==> config.mk <==
export PLATFORM = sky130hd
export DESIGN_NAME = csi2_pkt_ctrl
export DESIGN_NICKNAME = d
export VERILOG_FILES = /design/src/rtl/csi2_pkt_ctrl.sv
export SDC_FILE = /design/constraint.sdc
export NUM_CORES = 1
export LEC_CHECK = 0
export CAP_MARGIN = 10
export CORE_MARGIN = 5
export CORE_UTILIZATION = 28
export DETAILED_ROUTE_END_ITERATION = 10
export GPL_ROUTABILITY_DRIVEN = 0
export GPL_TIMING_DRIVEN = 0
export SYNTH_ARGS = -nofsm -noshare
export SYNTH_HDL_FRONTEND = slang
export SYNTH_SLANG_ARGS = --single-unit
==> constraint.sdc <==
create_clock -name clk_i -period 15.4 [get_ports clk_i]
set_clock_uncertainty 0.1 [all_clocks]
set_input_delay 3.85 -clock clk_i [delete_from_list [all_inputs] [get_ports clk_i]]
set_output_delay 3.85 -clock clk_i [all_outputs]
set_load 0.01 [all_outputs]
==> src/rtl/csi2_pkt_ctrl.sv <==
// CSI-2 packet sequencer: decodes the ECC-checked header, forwards payload words,
// extracts the packet CRC and handshakes pkt_done_o back to the header decoder.
module csi2_pkt_ctrl #(
   parameter logic [15:0] MAX_WC       = 16'd8192,
   parameter logic [5:0]  SHORT_DT_MAX = 6'h0F,
   parameter int          CNT_W        = 16
) (
   input  logic             clk_i,
   input  logic             rst_i,
   input  logic             valid_i,
   input  logic [31:0]      data_i,
   input  logic             error_i,
   input  logic             error_corrected_i,
   input  logic             eot_i,
   output logic             pkt_done_o,
   output logic             hdr_valid_o,
   output logic [1:0]       hdr_vc_o,
   output logic [5:0]       hdr_dt_o,
   output logic [15:0]      hdr_wc_o,
   output logic             short_pkt_o,
   output logic             pl_valid_o,
   output logic [31:0]      pl_data_o,
   output logic [3:0]       pl_strb_o,
   output logic             pl_last_o,
   output logic [15:0]      crc_o,
   output logic             crc_valid_o,
   output logic             wc_trunc_o,
   output logic [CNT_W-1:0] ecc_corr_cnt_o,
   output logic [CNT_W-1:0] ecc_err_cnt_o
);

   typedef enum logic [2:0] {IDLE, PAYLOAD, CRC, DONE, DROP} state_t;

   state_t state_q, state_d;

   logic [15:0] wc_q, wc_d;
   logic [16:0] p_q, p_d;
   logic [16:0] cnt_q, cnt_d;
   logic [7:0]  last_hi_q, last_hi_d;

   logic             pkt_done_d, hdr_valid_d, short_pkt_d, pl_valid_d, pl_last_d;
   logic             crc_valid_d, wc_trunc_d;
   logic [1:0]       hdr_vc_d;
   logic [5:0]       hdr_dt_d;
   logic [15:0]      hdr_wc_d, crc_d;
   logic [31:0]      pl_data_d;
   logic [3:0]       pl_strb_d;
   logic [CNT_W-1:0] ecc_corr_cnt_d, ecc_err_cnt_d;

   logic        word;
   logic        is_short;
   logic        hdr_bad;
   logic [15:0] in_wc;
   logic [16:0] p_calc;
   logic [16:0] cnt_inc;

   // eot_i wins over a same-cycle word, so a word only counts when eot_i is low
   assign word     = valid_i & ~eot_i;
   assign in_wc    = data_i[23:8];
   assign is_short = (data_i[5:0] <= SHORT_DT_MAX);
   assign hdr_bad  = (error_i & ~error_corrected_i) | (~is_short & (in_wc > MAX_WC));
   assign p_calc   = ({1'b0, in_wc} + 17'd3) >> 2;
   assign cnt_inc  = cnt_q + 17'd1;

   always_comb begin
      state_d        = state_q;
      wc_d           = wc_q;
      p_d            = p_q;
      cnt_d          = cnt_q;
      last_hi_d      = last_hi_q;
      pkt_done_d     = 1'b0;
      hdr_valid_d    = 1'b0;
      short_pkt_d    = short_pkt_o;
      hdr_vc_d       = hdr_vc_o;
      hdr_dt_d       = hdr_dt_o;
      hdr_wc_d       = hdr_wc_o;
      pl_valid_d     = 1'b0;
      pl_data_d      = pl_data_o;
      pl_strb_d      = pl_strb_o;
      pl_last_d      = 1'b0;
      crc_d          = crc_o;
      crc_valid_d    = 1'b0;
      wc_trunc_d     = 1'b0;
      ecc_corr_cnt_d = ecc_corr_cnt_o;
      ecc_err_cnt_d  = ecc_err_cnt_o;

      unique case (state_q)
         IDLE: begin
            if (word) begin
               if (hdr_bad) begin
                  if (ecc_err_cnt_o != '1) ecc_err_cnt_d = ecc_err_cnt_o + 1'b1;
                  state_d = DROP;
               end else begin
                  hdr_valid_d = 1'b1;
                  hdr_vc_d    = data_i[7:6];
                  hdr_dt_d    = data_i[5:0];
                  hdr_wc_d    = in_wc;
                  short_pkt_d = is_short;
                  if (error_corrected_i && ecc_corr_cnt_o != '1)
                     ecc_corr_cnt_d = ecc_corr_cnt_o + 1'b1;
                  wc_d  = in_wc;
                  p_d   = p_calc;
                  cnt_d = '0;
                  if (is_short)          state_d = DONE;
                  else if (p_calc != '0) state_d = PAYLOAD;
                  else                   state_d = CRC;
               end
            end
         end
         PAYLOAD: begin
            if (eot_i) begin
               wc_trunc_d = 1'b1;
               state_d    = DONE;
            end else if (valid_i) begin
               cnt_d      = cnt_inc;
               pl_valid_d = 1'b1;
               pl_data_d  = data_i;
               pl_strb_d  = 4'hF;
               last_hi_d  = data_i[31:24];
               if (cnt_inc == p_q) begin
                  pl_last_d = 1'b1;
                  // Tail bytes of the last word beyond WC already hold the CRC
                  unique case (wc_q[1:0])
                     2'd0: begin pl_strb_d = 4'hF; state_d = CRC; end
                     2'd1: begin
                        pl_strb_d   = 4'h1;
                        crc_d       = data_i[23:8];
                        crc_valid_d = 1'b1;
                        state_d     = DONE;
                     end
                     2'd2: begin
                        pl_strb_d   = 4'h3;
                        crc_d       = data_i[31:16];
                        crc_valid_d = 1'b1;
                        state_d     = DONE;
                     end
                     default: begin pl_strb_d = 4'h7; state_d = CRC; end
                  endcase
               end
            end
         end
         CRC: begin
            if (eot_i) begin
               wc_trunc_d = 1'b1;
               state_d    = DONE;
            end else if (valid_i) begin
               crc_d       = (wc_q[1:0] == 2'd0) ? data_i[15:0] : {data_i[7:0], last_hi_q};
               crc_valid_d = 1'b1;
               state_d     = DONE;
            end
         end
         DONE: begin
            pkt_done_d = 1'b1;
            state_d    = IDLE;
         end
         DROP: begin
            if (eot_i) state_d = DONE;
         end
         default: state_d = IDLE;
      endcase
   end

   // All state and outputs are registered here so every output lags its causing word by one cycle
   always_ff @(posedge clk_i or posedge rst_i) begin
      if (rst_i) begin
         state_q        <= IDLE;
         wc_q           <= '0;
         p_q            <= '0;
         cnt_q          <= '0;
         last_hi_q      <= '0;
         pkt_done_o     <= 1'b0;
         hdr_valid_o    <= 1'b0;
         hdr_vc_o       <= '0;
         hdr_dt_o       <= '0;
         hdr_wc_o       <= '0;
         short_pkt_o    <= 1'b0;
         pl_valid_o     <= 1'b0;
         pl_data_o      <= '0;
         pl_strb_o      <= '0;
         pl_last_o      <= 1'b0;
         crc_o          <= '0;
         crc_valid_o    <= 1'b0;
         wc_trunc_o     <= 1'b0;
         ecc_corr_cnt_o <= '0;
         ecc_err_cnt_o  <= '0;
      end else begin
         state_q        <= state_d;
         wc_q           <= wc_d;
         p_q            <= p_d;
         cnt_q          <= cnt_d;
         last_hi_q      <= last_hi_d;
         pkt_done_o     <= pkt_done_d;
         hdr_valid_o    <= hdr_valid_d;
         hdr_vc_o       <= hdr_vc_d;
         hdr_dt_o       <= hdr_dt_d;
         hdr_wc_o       <= hdr_wc_d;
         short_pkt_o    <= short_pkt_d;
         pl_valid_o     <= pl_valid_d;
         pl_data_o      <= pl_data_d;
         pl_strb_o      <= pl_strb_d;
         pl_last_o      <= pl_last_d;
         crc_o          <= crc_d;
         crc_valid_o    <= crc_valid_d;
         wc_trunc_o     <= wc_trunc_d;
         ecc_corr_cnt_o <= ecc_corr_cnt_d;
         ecc_err_cnt_o  <= ecc_err_cnt_d;
      end
   end

endmodule

==> flow_summary_export.csv <==
group,metric,value,unit
finish,drive_gt1_frac,0.101,
timing,setup_viol,0,
clock_network,cts_setup_buffers,0,
placed_design,io_buffers,144,
yosys,syn-cell-area,0.00811,sq mm
drt,drt_iter0_markers,621,
yosys,ys.flop_type,"dfrtp_1",
timing,final_hold_viol_count,0,
grt,antenna_found_initial,0,
clock_network,hold_buffers,0,
finish,fin_cells,1421,
critical_path,r2r_setup_slack,12370,ps
hold_path,worstHoldPathType,"register to register",
critical_path,end_kind,"register",
placed_design,placed_cells,1389,
timing,fin_crit,6680,ps
finish,num_antenna_cells,0,
finish,final_common_cell,"nand2_1",
critical_path,crit_cells,9,
critical_path,path_max_fanout,10,
drt,drc,0,
critical_path,crit_path_start,"data_i[15]",
finish,final_cell_mix,"nand2_1 (165), dfrtp_1 (150), clkdlybuf4s50_1 (144)",
yosys,synth_cell_types,65,
critical_path,path_delay_family,"compound AO/OA/AOI/OAI gates",
drt,antenna_left,0,
critical_path,crit_end,"cnt_q[6]",
critical_path,crit_buf_inv,2,
timing,finalCritPeriodShare,0.434,
yosys,synth_cells,860,
clock_network,cts.clk_slew.worst_paths,70,ps
critical_path,slowest_stage,"clkdlybuf4s50_1",
yosys,ys_seq_area_frac,0.463,
drt,routed_via_density,4.95,
die,die_height,180,microns
yosys,synth_area_per_cell,9.43,sq um
drt,routed_wl,25.6,mm
critical_path,worst_path_largest_cell_delay,810,ps
power_and_ir_drop,ir_drop,0.0861,mV
placed_design,dp_hpwl,18.7,mm
critical_path,reg2regPathDepth,9,
die,die-area,0.0325,sq mm
timing,relSlewSlack,0.234,
critical_path,path_cells,"clkdlybuf4s50_1 -> nor3_1 -> a41oi_1 -> o32a_1 -> nor2_1 -> o21ai_1 -> clkbuf_1 -> o21ai_0 -> o41ai_1",
clock_network,clock_latency,430,ps
power_and_ir_drop,powerDensity,160,mW/mm^2
finish,nets,1068,
grt,grt_pass1_wl,40.6,mm
outcome,outcome,"finished clean",
power_and_ir_drop,p_leak,4.61,nW
clock_network,tritoncts,"done",
yosys,synth_edf_count,0,
timing,final.setup.tns,0,ps
critical_path,rr_endpoint,"crc_o[7]",
critical_path,critPathArrivalTime,6890,ps
grt,track_usage,0.156,
die,ioPinCount,153,
critical_path,path_class,"primary input to register",
clock_network,cts.sinks,150,
yosys,syn_nets,904,
clock_network,cts-root-buf,"clkbuf_16",
drt,dr_total_vias,7039,
timing,holdWs,377,ps
clock_network,numCtsBuffers,17,
die,start_util,0.283,
timing,tightest_slew,1150,ps
drt,wl_per_cell,18.0,microns
grt,overflow,0,
timing,max_freq,150,MHz
grt,grt_pass1_vias,6756,
timing,rsz0062_at_grt,"no",
flow_run,max-cap-violations,0,
finish,syn2layout_area_growth,31.9,%
clock_network,cts_resized,0,
grt,grt_max_degree,90,
critical_path,reg2reg_from,"wc_q[1]",
yosys,synthArstFlopShare,1.00,
die,dieWidth,180,microns
yosys,synth_warnings,0,
clock_network,htree_levels,4,
yosys,synth_seq_cells,150,
critical_path,worst_setup_path_start_kind,"primary input",
drt,firstDrtPassIters,5,
die,core_area,0.0286,sq mm
timing,slew_violations,0,
clock_network,clk_path_buf_depth,2,
critical_path,critPathRequiredTime,15610,ps
finish,fin_area,0.0107,sq mm
die,fp-row-count,62,
placed_design,dpl_cell_area,0.0101,sq mm
[Yosys cell counts, drive strengths merged, types with 2 or more instances]
cell | instances | share of area
and3 | 5 | 0.0039
a211oi | 20 | 0.019
o41ai | 3 | 0.0032
or3 | 3 | 0.0023
a21oi | 33 | 0.020
nor3 | 23 | 0.017
nor3b | 6 | 0.0069
ha | 6 | 0.0093
a211o | 17 | 0.018
xor2 | 27 | 0.029
dfrtp | 150 | 0.46
mux2 | 27 | 0.037
o21a | 2 | 0.0018
nand2b | 6 | 0.0046
a2111oi | 2 | 0.0045
o31ai | 5 | 0.0046
nand2 | 167 | 0.078
and2 | 2 | 0.0015
o21ai | 36 | 0.023
and4 | 4 | 0.0043
inv | 23 | 0.011
nand3 | 19 | 0.013
nor4 | 13 | 0.018
mux2i | 35 | 0.043
buf | 20 | 0.016
a21o | 2 | 0.0018
nor2 | 74 | 0.034
a22o | 2 | 0.0022
or4 | 2 | 0.0018
clkbuf | 37 | 0.017
xnor2 | 34 | 0.037
nor2b | 20 | 0.015
nand4 | 17 | 0.019
[power breakdown]
part           leakage [nW]  switching [W]  internal, W
sequential             1.83      0.0000893     0.000504
clock                 0.308       0.000193     0.000263
combinational          2.47       0.000348     0.000313
total                  4.61       0.000630      0.00108
[layout make-up]
cell class                      count  area (sq um)
Fill cell                        2864         17900
Multi-Input combinational cell    630          4000
Sequential cell                   150          3750
Timing Repair Buffer              145          1470
Tap cell                          384           480
Clock buffer                       17           425
Buffer                             57           273
Clock inverter                     15           204
Inverter                           23          93.8
[kinds of logic after synthesis]
group,count (synthesis),synth area share
mux,62,0.0806
fa+ha+maj,7,0.0105
simple gates,365,0.224
xor+xnor,61,0.0658
buf+inv,80,0.0443
compound gates,135,0.112
flops,150,0.463
[flip-flops by register name, indices dropped and copies added, names as in the netlist, 2 cells and up]
| signal | count |
|---|---|
| ecc_corr_cnt_o | 16 |
| state_q | 3 |
| p_q | 15 |
| wc_q | 16 |
| ecc_err_cnt_o | 16 |
| crc_o | 16 |
| hdr_dt_o | 6 |
| hdr_vc_o | 2 |
| cnt_q | 17 |
| pl_data_o | 32 |
| pl_strb_o | 4 |
[metal layers]
| metal | wire, microns | vias up | track usage | part of all wire |
|---|---|---|---|---|
| met4 | 686 | 0 | 0.0523 | 0.027 |
| li1 | - | 3300 | - | - |
| met2 | 12000 | 222 | 0.244 | 0.47 |
| met1 | 11400 | 3462 | 0.214 | 0.45 |
| met5 | 0 | - | 0 | 0 |
| met3 | 1510 | 55 | 0.0367 | 0.059 |
[worst min-delay path by stage]
stage                  startpoint            end  slack [ps]  depth (start not counted)
global route        pl_data_o[19]  pl_data_o[19]         400                          2
floorplan               cnt_q[16]      cnt_q[16]         390                          1
finish               pl_strb_o[0]   pl_strb_o[0]         380                          1
global placement     pl_strb_o[0]   pl_strb_o[0]         350                          1
CTS                  pl_strb_o[0]   pl_strb_o[0]         380                          1
detailed placement   pl_strb_o[0]   pl_strb_o[0]         360                          1
[per-stage QoR]
step / worst slack (ps) / utilization / power, W
2_1_floorplan: 7410 / - / 0.000946
3_3_place_gp: 4940 / 0.351 / 0.00125
3_5_place_dp: 8290 / 0.352 / 0.00126
4_1_cts: 8760 / 0.374 / 0.00172
5_1_grt: 8420 / 0.374 / 0.00181
6_report: 8720 / 0.374 / 0.00171
[worst register-to-register path: cells and delay by family (launching register included)]
kind            cells  cell delay (ps)
fa+ha+maj           1              160
simple gates        1              100
mux                 2              480
flops               1              430
buf+inv             3             1270
compound gates      2              380
Power figures use the tool's default switching activity.
